<file path="src/rtl/cs_address_sequencer_pkg.sv">
// Shared definitions for the control-store address sequencer:
// COND field encodings, FSM state encoding and PSR flag bit positions.
package cs_address_sequencer_pkg;

   typedef enum logic [2:0] {
      COND_NEXT   = 3'd0,
      COND_N      = 3'd1,
      COND_Z      = 3'd2,
      COND_V      = 3'd3,
      COND_C      = 3'd4,
      COND_IR13   = 3'd5,
      COND_JUMP   = 3'd6,
      COND_DECODE = 3'd7
   } cond_t;

   typedef enum logic {
      RUN  = 1'b0,
      WAIT = 1'b1
   } state_t;

   // PSR flag vector is {N,Z,V,C}
   localparam int FLAG_N = 3;
   localparam int FLAG_Z = 2;
   localparam int FLAG_V = 1;
   localparam int FLAG_C = 0;

endpackage

</file>
<file path="src/rtl/cs_address_sequencer_if.sv">
// Signal bundle between the microinstruction/IR/PSR side and the sequencer;
// the sequencer is the slave and returns the control-store address.
interface cs_address_sequencer_if #(
   parameter int CS_DATAWIDTH = 11
);

   logic [2:0]              CS_ADDRESS_SEQUENCER_COND_InBus;
   logic [CS_DATAWIDTH-1:0] CS_ADDRESS_SEQUENCER_JUMPADDR_InBus;
   logic [3:0]              CS_ADDRESS_SEQUENCER_FLAGS_InBus;
   logic [1:0]              CS_ADDRESS_SEQUENCER_IROP_InBus;
   logic [5:0]              CS_ADDRESS_SEQUENCER_IROP3_InBus;
   logic                    CS_ADDRESS_SEQUENCER_IRBIT13_In;
   logic                    CS_ADDRESS_SEQUENCER_MEMREQ_In;
   logic                    CS_ADDRESS_SEQUENCER_ACK_In;
   logic [CS_DATAWIDTH-1:0] CS_ADDRESS_SEQUENCER_CSADDRESS_OutBus;
   logic                    CS_ADDRESS_SEQUENCER_STALL_Out;
   logic                    CS_ADDRESS_SEQUENCER_TIMEOUT_Out;

   modport master (
      output CS_ADDRESS_SEQUENCER_COND_InBus,
      output CS_ADDRESS_SEQUENCER_JUMPADDR_InBus,
      output CS_ADDRESS_SEQUENCER_FLAGS_InBus,
      output CS_ADDRESS_SEQUENCER_IROP_InBus,
      output CS_ADDRESS_SEQUENCER_IROP3_InBus,
      output CS_ADDRESS_SEQUENCER_IRBIT13_In,
      output CS_ADDRESS_SEQUENCER_MEMREQ_In,
      output CS_ADDRESS_SEQUENCER_ACK_In,
      input  CS_ADDRESS_SEQUENCER_CSADDRESS_OutBus,
      input  CS_ADDRESS_SEQUENCER_STALL_Out,
      input  CS_ADDRESS_SEQUENCER_TIMEOUT_Out
   );

   modport slave (
      input  CS_ADDRESS_SEQUENCER_COND_InBus,
      input  CS_ADDRESS_SEQUENCER_JUMPADDR_InBus,
      input  CS_ADDRESS_SEQUENCER_FLAGS_InBus,
      input  CS_ADDRESS_SEQUENCER_IROP_InBus,
      input  CS_ADDRESS_SEQUENCER_IROP3_InBus,
      input  CS_ADDRESS_SEQUENCER_IRBIT13_In,
      input  CS_ADDRESS_SEQUENCER_MEMREQ_In,
      input  CS_ADDRESS_SEQUENCER_ACK_In,
      output CS_ADDRESS_SEQUENCER_CSADDRESS_OutBus,
      output CS_ADDRESS_SEQUENCER_STALL_Out,
      output CS_ADDRESS_SEQUENCER_TIMEOUT_Out
   );

endinterface

</file>
<file path="src/rtl/cs_address_sequencer_mux.sv">
// Combinational next-address select: increment, conditional/unconditional
// jump, or opcode decode into the dispatch region.
module cs_next_address_mux
   import cs_address_sequencer_pkg::*;
#(
   parameter int CS_DATAWIDTH = 11
) (
   input  logic [2:0]              cond,
   input  logic [CS_DATAWIDTH-1:0] jump_addr,
   input  logic [CS_DATAWIDTH-1:0] current_addr,
   input  logic [3:0]              flags,
   input  logic [1:0]              irop,
   input  logic [5:0]              irop3,
   input  logic                    irbit13,
   output logic [CS_DATAWIDTH-1:0] next_addr
);

   logic                    take_s;
   logic [CS_DATAWIDTH-1:0] incr_s;
   logic [CS_DATAWIDTH-1:0] decode_s;

   // Increment wraps silently at the top of the control store
   assign incr_s   = current_addr + CS_DATAWIDTH'(1'b1);
   assign decode_s = CS_DATAWIDTH'({1'b1, irop, irop3, 2'b00});

   // Evaluate the branch condition and pick the next address
   always_comb begin
      take_s    = 1'b0;
      next_addr = incr_s;
      case (cond_t'(cond))
         COND_NEXT:   take_s = 1'b0;
         COND_N:      take_s = flags[FLAG_N];
         COND_Z:      take_s = flags[FLAG_Z];
         COND_V:      take_s = flags[FLAG_V];
         COND_C:      take_s = flags[FLAG_C];
         COND_IR13:   take_s = irbit13;
         COND_JUMP:   take_s = 1'b1;
         COND_DECODE: take_s = 1'b0;
         default:     take_s = 1'b0;
      endcase
      if (cond_t'(cond) == COND_DECODE) begin
         next_addr = decode_s;
      end else if (take_s) begin
         next_addr = jump_addr;
      end else begin
         next_addr = incr_s;
      end
   end

endmodule

</file>
<file path="src/rtl/cs_address_sequencer.sv">
// Control-store microsequencer: registers the next address each cycle, holds it
// while a memory microoperation waits for ACK, and traps if ACK never comes.
module cs_address_sequencer
   import cs_address_sequencer_pkg::*;
#(
   parameter int                      CS_DATAWIDTH = 11,
   parameter logic [CS_DATAWIDTH-1:0] RESET_VECTOR = {CS_DATAWIDTH{1'b0}},
   parameter logic [CS_DATAWIDTH-1:0] TRAP_VECTOR  = 11'h7F0,
   parameter int                      WAIT_LIMIT   = 15
) (
   input logic                   CS_ADDRESS_SEQUENCER_CLOCK_50,
   input logic                   CS_ADDRESS_SEQUENCER_RESET_InHigh,
   cs_address_sequencer_if.slave bus
);

   localparam int             WCW       = (WAIT_LIMIT > 1) ? $clog2(WAIT_LIMIT) : 1;
   localparam logic [WCW-1:0] WAIT_LAST = WCW'(WAIT_LIMIT - 1);

   state_t                  state_r, state_s;
   logic [WCW-1:0]          wait_cnt_r, wait_cnt_s;
   logic [CS_DATAWIDTH-1:0] addr_r, addr_s;
   logic                    timeout_r, timeout_s;
   logic                    stall_s;
   logic [CS_DATAWIDTH-1:0] next_s;
   logic                    memreq_s;
   logic                    ack_s;

   assign memreq_s = bus.CS_ADDRESS_SEQUENCER_MEMREQ_In;
   assign ack_s    = bus.CS_ADDRESS_SEQUENCER_ACK_In;

   cs_next_address_mux #(
      .CS_DATAWIDTH (CS_DATAWIDTH)
   ) u_next_mux (
      .cond         (bus.CS_ADDRESS_SEQUENCER_COND_InBus),
      .jump_addr    (bus.CS_ADDRESS_SEQUENCER_JUMPADDR_InBus),
      .current_addr (addr_r),
      .flags        (bus.CS_ADDRESS_SEQUENCER_FLAGS_InBus),
      .irop         (bus.CS_ADDRESS_SEQUENCER_IROP_InBus),
      .irop3        (bus.CS_ADDRESS_SEQUENCER_IROP3_InBus),
      .irbit13      (bus.CS_ADDRESS_SEQUENCER_IRBIT13_In),
      .next_addr    (next_s)
   );

   // Next-state, next-address, stall and trap decisions
   always_comb begin
      state_s    = state_r;
      wait_cnt_s = wait_cnt_r;
      addr_s     = addr_r;
      timeout_s  = 1'b0;
      stall_s    = 1'b0;
      case (state_r)
         RUN: begin
            if (memreq_s && !ack_s) begin
               stall_s    = 1'b1;
               state_s    = WAIT;
               wait_cnt_s = {WCW{1'b0}};
            end else begin
               addr_s = next_s;
            end
         end
         WAIT: begin
            // ACK on the final permitted cycle still beats the trap
            if (ack_s) begin
               addr_s  = next_s;
               state_s = RUN;
            end else begin
               stall_s = 1'b1;
               if (wait_cnt_r == WAIT_LAST) begin
                  addr_s     = TRAP_VECTOR;
                  timeout_s  = 1'b1;
                  state_s    = RUN;
                  wait_cnt_s = {WCW{1'b0}};
               end else begin
                  wait_cnt_s = wait_cnt_r + WCW'(1'b1);
               end
            end
         end
         default: begin
            state_s    = RUN;
            wait_cnt_s = {WCW{1'b0}};
            addr_s     = RESET_VECTOR;
         end
      endcase
   end

   // State, counter, address and trap pulse registers
   always_ff @(posedge CS_ADDRESS_SEQUENCER_CLOCK_50) begin
      if (CS_ADDRESS_SEQUENCER_RESET_InHigh) begin
         state_r    <= RUN;
         wait_cnt_r <= {WCW{1'b0}};
         addr_r     <= RESET_VECTOR;
         timeout_r  <= 1'b0;
      end else begin
         state_r    <= state_s;
         wait_cnt_r <= wait_cnt_s;
         addr_r     <= addr_s;
         timeout_r  <= timeout_s;
      end
   end

   assign bus.CS_ADDRESS_SEQUENCER_CSADDRESS_OutBus = addr_r;
   assign bus.CS_ADDRESS_SEQUENCER_STALL_Out        = stall_s;
   assign bus.CS_ADDRESS_SEQUENCER_TIMEOUT_Out      = timeout_r;

endmodule

</file>
<file path="src/flat_wrapper.sv">
// flat-port wrapper written by rule: the top's interface ports become plain ports
module cs_address_sequencer_flat import cs_address_sequencer_pkg::*;
#(
   parameter int                      CS_DATAWIDTH = 11,
   parameter logic [CS_DATAWIDTH-1:0] RESET_VECTOR = {CS_DATAWIDTH{1'b0}},
   parameter logic [CS_DATAWIDTH-1:0] TRAP_VECTOR  = 11'h7F0,
   parameter int                      WAIT_LIMIT   = 15
)
  (CS_ADDRESS_SEQUENCER_CLOCK_50, CS_ADDRESS_SEQUENCER_RESET_InHigh, bus_CS_ADDRESS_SEQUENCER_COND_InBus, bus_CS_ADDRESS_SEQUENCER_JUMPADDR_InBus, bus_CS_ADDRESS_SEQUENCER_FLAGS_InBus, bus_CS_ADDRESS_SEQUENCER_IROP_InBus, bus_CS_ADDRESS_SEQUENCER_IROP3_InBus, bus_CS_ADDRESS_SEQUENCER_IRBIT13_In, bus_CS_ADDRESS_SEQUENCER_MEMREQ_In, bus_CS_ADDRESS_SEQUENCER_ACK_In, bus_CS_ADDRESS_SEQUENCER_CSADDRESS_OutBus, bus_CS_ADDRESS_SEQUENCER_STALL_Out, bus_CS_ADDRESS_SEQUENCER_TIMEOUT_Out);
  cs_address_sequencer_if #(.CS_DATAWIDTH(CS_DATAWIDTH)) bus_i ();
  input logic CS_ADDRESS_SEQUENCER_CLOCK_50;
  input logic CS_ADDRESS_SEQUENCER_RESET_InHigh;
  input wire logic [$bits(bus_i.CS_ADDRESS_SEQUENCER_COND_InBus)-1:0] bus_CS_ADDRESS_SEQUENCER_COND_InBus;
  input wire logic [$bits(bus_i.CS_ADDRESS_SEQUENCER_JUMPADDR_InBus)-1:0] bus_CS_ADDRESS_SEQUENCER_JUMPADDR_InBus;
  input wire logic [$bits(bus_i.CS_ADDRESS_SEQUENCER_FLAGS_InBus)-1:0] bus_CS_ADDRESS_SEQUENCER_FLAGS_InBus;
  input wire logic [$bits(bus_i.CS_ADDRESS_SEQUENCER_IROP_InBus)-1:0] bus_CS_ADDRESS_SEQUENCER_IROP_InBus;
  input wire logic [$bits(bus_i.CS_ADDRESS_SEQUENCER_IROP3_InBus)-1:0] bus_CS_ADDRESS_SEQUENCER_IROP3_InBus;
  input wire logic [$bits(bus_i.CS_ADDRESS_SEQUENCER_IRBIT13_In)-1:0] bus_CS_ADDRESS_SEQUENCER_IRBIT13_In;
  input wire logic [$bits(bus_i.CS_ADDRESS_SEQUENCER_MEMREQ_In)-1:0] bus_CS_ADDRESS_SEQUENCER_MEMREQ_In;
  input wire logic [$bits(bus_i.CS_ADDRESS_SEQUENCER_ACK_In)-1:0] bus_CS_ADDRESS_SEQUENCER_ACK_In;
  output wire logic [$bits(bus_i.CS_ADDRESS_SEQUENCER_CSADDRESS_OutBus)-1:0] bus_CS_ADDRESS_SEQUENCER_CSADDRESS_OutBus;
  output wire logic [$bits(bus_i.CS_ADDRESS_SEQUENCER_STALL_Out)-1:0] bus_CS_ADDRESS_SEQUENCER_STALL_Out;
  output wire logic [$bits(bus_i.CS_ADDRESS_SEQUENCER_TIMEOUT_Out)-1:0] bus_CS_ADDRESS_SEQUENCER_TIMEOUT_Out;
  assign bus_i.CS_ADDRESS_SEQUENCER_COND_InBus = bus_CS_ADDRESS_SEQUENCER_COND_InBus;
  assign bus_i.CS_ADDRESS_SEQUENCER_JUMPADDR_InBus = bus_CS_ADDRESS_SEQUENCER_JUMPADDR_InBus;
  assign bus_i.CS_ADDRESS_SEQUENCER_FLAGS_InBus = bus_CS_ADDRESS_SEQUENCER_FLAGS_InBus;
  assign bus_i.CS_ADDRESS_SEQUENCER_IROP_InBus = bus_CS_ADDRESS_SEQUENCER_IROP_InBus;
  assign bus_i.CS_ADDRESS_SEQUENCER_IROP3_InBus = bus_CS_ADDRESS_SEQUENCER_IROP3_InBus;
  assign bus_i.CS_ADDRESS_SEQUENCER_IRBIT13_In = bus_CS_ADDRESS_SEQUENCER_IRBIT13_In;
  assign bus_i.CS_ADDRESS_SEQUENCER_MEMREQ_In = bus_CS_ADDRESS_SEQUENCER_MEMREQ_In;
  assign bus_i.CS_ADDRESS_SEQUENCER_ACK_In = bus_CS_ADDRESS_SEQUENCER_ACK_In;
  assign bus_CS_ADDRESS_SEQUENCER_CSADDRESS_OutBus = bus_i.CS_ADDRESS_SEQUENCER_CSADDRESS_OutBus;
  assign bus_CS_ADDRESS_SEQUENCER_STALL_Out = bus_i.CS_ADDRESS_SEQUENCER_STALL_Out;
  assign bus_CS_ADDRESS_SEQUENCER_TIMEOUT_Out = bus_i.CS_ADDRESS_SEQUENCER_TIMEOUT_Out;
  cs_address_sequencer #(.CS_DATAWIDTH(CS_DATAWIDTH), .RESET_VECTOR(RESET_VECTOR), .TRAP_VECTOR(TRAP_VECTOR), .WAIT_LIMIT(WAIT_LIMIT)) u_core (.CS_ADDRESS_SEQUENCER_CLOCK_50(CS_ADDRESS_SEQUENCER_CLOCK_50), .CS_ADDRESS_SEQUENCER_RESET_InHigh(CS_ADDRESS_SEQUENCER_RESET_InHigh), .bus(bus_i));
endmodule
</file>
<file path="config.mk">
export PLATFORM = sky130hd
export DESIGN_NAME = cs_address_sequencer_flat
export DESIGN_NICKNAME = d
export VERILOG_FILES = /design/src/rtl/cs_address_sequencer_pkg.sv /design/src/rtl/cs_address_sequencer_if.sv /design/src/rtl/cs_address_sequencer_mux.sv /design/src/rtl/cs_address_sequencer.sv /design/src/flat_wrapper.sv
export SDC_FILE = /design/constraint.sdc
export NUM_CORES = 1
export LEC_CHECK = 0
export BUFFER_PORTS_ARGS = -buffer_cell sky130_fd_sc_hd__buf_2
export CORE_MARGIN = 5
export CORE_UTILIZATION = 47
export CTS_CLUSTER_DIAMETER = 50
export DETAILED_ROUTE_END_ITERATION = 16
export PLACE_DENSITY = 0.78
export SLEW_MARGIN = 20
export SYNTH_ARGS = -nofsm -noshare
export SYNTH_HDL_FRONTEND = slang
export SYNTH_HIERARCHICAL = 1
export SYNTH_SLANG_ARGS = --single-unit
</file>
<file path="constraint.sdc">
create_clock -name CS_ADDRESS_SEQUENCER_CLOCK_50 -period 1.95 [get_ports CS_ADDRESS_SEQUENCER_CLOCK_50]
set_input_delay 0.195 -clock CS_ADDRESS_SEQUENCER_CLOCK_50 [delete_from_list [all_inputs] [get_ports CS_ADDRESS_SEQUENCER_CLOCK_50]]
set_output_delay 0.195 -clock CS_ADDRESS_SEQUENCER_CLOCK_50 [all_outputs]
set_load 0.005 [all_outputs]
</file>
==> results.cfg <==
[outcome]
status = complete, no violations

[synthesis]
synth_top_flop_cell = dfxtp_1
syn_avg_cell_area_um2 = 8.75
seq_area_frac_synth_pct = 31.4
yosys_warnings = 6
synth_top_cell_by_area = dfxtp_1
synthDistinctLibCells = 34
yosys.area.top_type_share_pct = 31.4
synthTopCellsByArea = dfxtp_1 (31%), o221a_1 (7.3%), nand3_1 (6.0%), a31oi_1 (4.6%), xnor2_1 (4.0%)
synth_edf_count = 0
synth_fp_nets = 158
syn_area_um2 = 1080
ys_async_sr_fraction_pct = 0
ys_ff_latch = 17
postSynthCellCount = 124

[sta]
grt_setup_unrepaired = false
finalHoldViolCount = 0
clock.fmax_ghz = 0.601
setup_viol = 0
min_period_ns = 1.66
finalCritPeriodShare_pct = 85.3
fin_skew_ns = 0.0153
final_max_slew_viol_count = 0
slew_headroom_pct = 40.7
finalSetupTns_ns = 0
worst_pin_slew_ns = 0.889

[place]
dpl-instance-area_um2 = 1300
port_buffers = 43
place.gp.congestion = 0.792
hpwl_mm = 2.09

[grt]
grt.overflow.total = 0
grt.total_usage_pct = 16.7
grt_start_max_net_pins = 22
grt_pass1_vias = 1051
grt_pass1_wl_mm = 4.39
antenna_found_initial = 0

[clocking]
htree_levels = 1
cts.sinks = 17
cts_tree = done
cts_setup_buffers = 0
numCtsBuffers = 3
cts_root_buf = clkbuf_4
path_clk_slew_ns = 0.11
cts_buffer_depth = 2
hold_buffers = 0
clock_latency_ns = 0.31
post_cts_resize_count = 0

[routing]
wirelength_mm = 2.75
dr_total_vias = 1121
avgViaCountPerCell = 5.75
routedWlPerCell_um = 14.1
drt-initial-drc-count = 39
drtAntennaViolNets = 0
drc = 0
dr.pass1.iters = 4

[power_and_ir_drop]
pwr_density_cell_nw_per_um2 = 623
ir_drop_mv = 0.348
leakage_nw = 0.563
finalPower_mw = 0.827

[worst_setup_path]
ff2ff_setup_slack_ns = 0.29
crit_fanout = 5
cp-end-kind = flop
start_kind = flop
cp.required_ns = 2.16
arrival_ns = 1.88
r2r_cells = 7
critical_path_class = reg2reg

[floorplan]
fp.dieH_um = 58.0
io_pins = 44
start_util_pct = 49.0
die-area_um2 = 3370
rows = 17
coreArea_um2 = 2210
die-width_um = 58.0

[cells_and_area]
area_growth_pct = 22.5
fin_nets = 202
drive_gt1_share_pct = 36.5
fillers = 205
design_area_um2 = 1330
antenna_cells = 0

[worst_hold_path]
hp-class = in2reg
worstHoldEndpoint = u_core/wait_cnt_r[2]
worst_hold_path.num_cells = 2
hold_start = CS_ADDRESS_SEQUENCER_RESET_InHigh

[run]
cap_violations = 0
## registers in the layout (all words and copies together) (netlist names)
signal and cells:
u_core/bus.CS_ADDRESS_SEQUENCER_TIMEOUT_Out 1, u_core/state_r 1, u_core/bus.CS_ADDRESS_SEQUENCER_CSADDRESS_OutBus 11, u_core/wait_cnt_r 4
## layout by cell type (no fill, tap or decap)
cell type,count
a211oi_1,1
a21oi_1,7
a311oi_2,1
a31oi_1,8
a32oi_1,1
and2b_1,1
buf_2,43
buf_4,1
clkbuf_4,3
clkinv_2,1
dfxtp_1,17
ha_1,3
inv_1,5
inv_2,1
mux2i_1,1
nand2_1,10
nand2_2,1
nand2b_1,2
nand3_1,13
nand3_2,3
nand3b_1,1
nand4_1,2
nor2_1,6
nor2b_1,1
nor3_1,4
nor3_2,1
nor4_2,1
o211a_1,1
o21ai_2,1
o21bai_4,1
o221a_1,7
o221a_2,3
o22ai_1,5
or3_1,1
xnor2_1,5
xor2_1,4
## synthesized netlist by cell type (2+ instances only)
master and n:
inv_1 5, nand2b_1 2, a31oi_1 8, buf_6 3
nand2_1 10, nand4_1 2, nor3_1 4, clkbuf_1 2
nand3_2 3, ha_1 3, o22ai_1 5, nand3_1 13
xor2_1 4, o221a_2 3, dfxtp_1 17, xnor2_1 5
a21oi_1 7, o221a_1 7, nor2_1 6
## critical path, stage by stage (launching register included)
cell and delay, ns:
dfxtp_1 0.41, ha_1 0.23, nand2_1 0.10, nor2_1 0.18
nand3_1 0.12, xor2_1 0.14, a31oi_1 0.10, o221a_2 0.32
## metrics by stage
step	utilization (%)	hold WS, ns	std cells	worst slack [ns]
final	60.1	0.189	195	0.286
after global routing	60.1	0.200	195	0.121
after CTS	60.1	0.184	195	0.281
after detailed placement	58.8	0.484	191	0.0986
after global placement	58.8	0.475	191	0.192
after floorplan	-	0.374	124	0.408
## logic make-up after synthesis
| logic type | count (synthesis) | synth area share [%] |
|---|---|---|
| AOI/OAI and AO/OA | 36 | 27.5 |
| DFF | 17 | 31.4 |
| adders and majority gates | 3 | 3.46 |
| and+or+nand+nor | 47 | 23.6 |
| buffers and inverters | 11 | 5.88 |
| muxes | 1 | 0.923 |
| xor gates and xnor gates | 9 | 7.27 |
## worst max path at each step
stage / to / slack, ns
2_1_floorplan: flop / 0.41
3_3_place_gp: flop / 0.19
6_report: flop / 0.29
3_5_place_dp: flop / 0.1
5_1_grt: flop / 0.12
4_1_cts: flop / 0.28
## power by group
group	internal [mW]	switching, mW	total, mW	leakage, nW
clock	0.0766	0.121	0.198	0.0177
combinational	0.114	0.106	0.220	0.406
sequential	0.374	0.0359	0.410	0.140
total	0.564	0.263	0.827	0.563
## final cells by class
class,instances,area [um^2],share of cell area (%)
Sequential cell,17,340,25.6
Timing Repair Buffer,44,223,16.8
Clock buffer,3,22.5,1.69
Inverter,6,22.5,1.69
Tap cell,28,35.0,2.64
Clock inverter,1,5.00,0.377
Multi-Input combinational cell,96,681,51.2
## layer usage
metal / track usage [%] / up-vias / routed length (um)
li1: - / 563 / -
met1: 17.5 / 516 / 1160
met2: 30.0 / 38 / 1340
met3: 5.57 / 4 / 218
met4: 7.28 / 0 / 31
met5: 0 / - / 0
(Power assumes the default switching activity.)
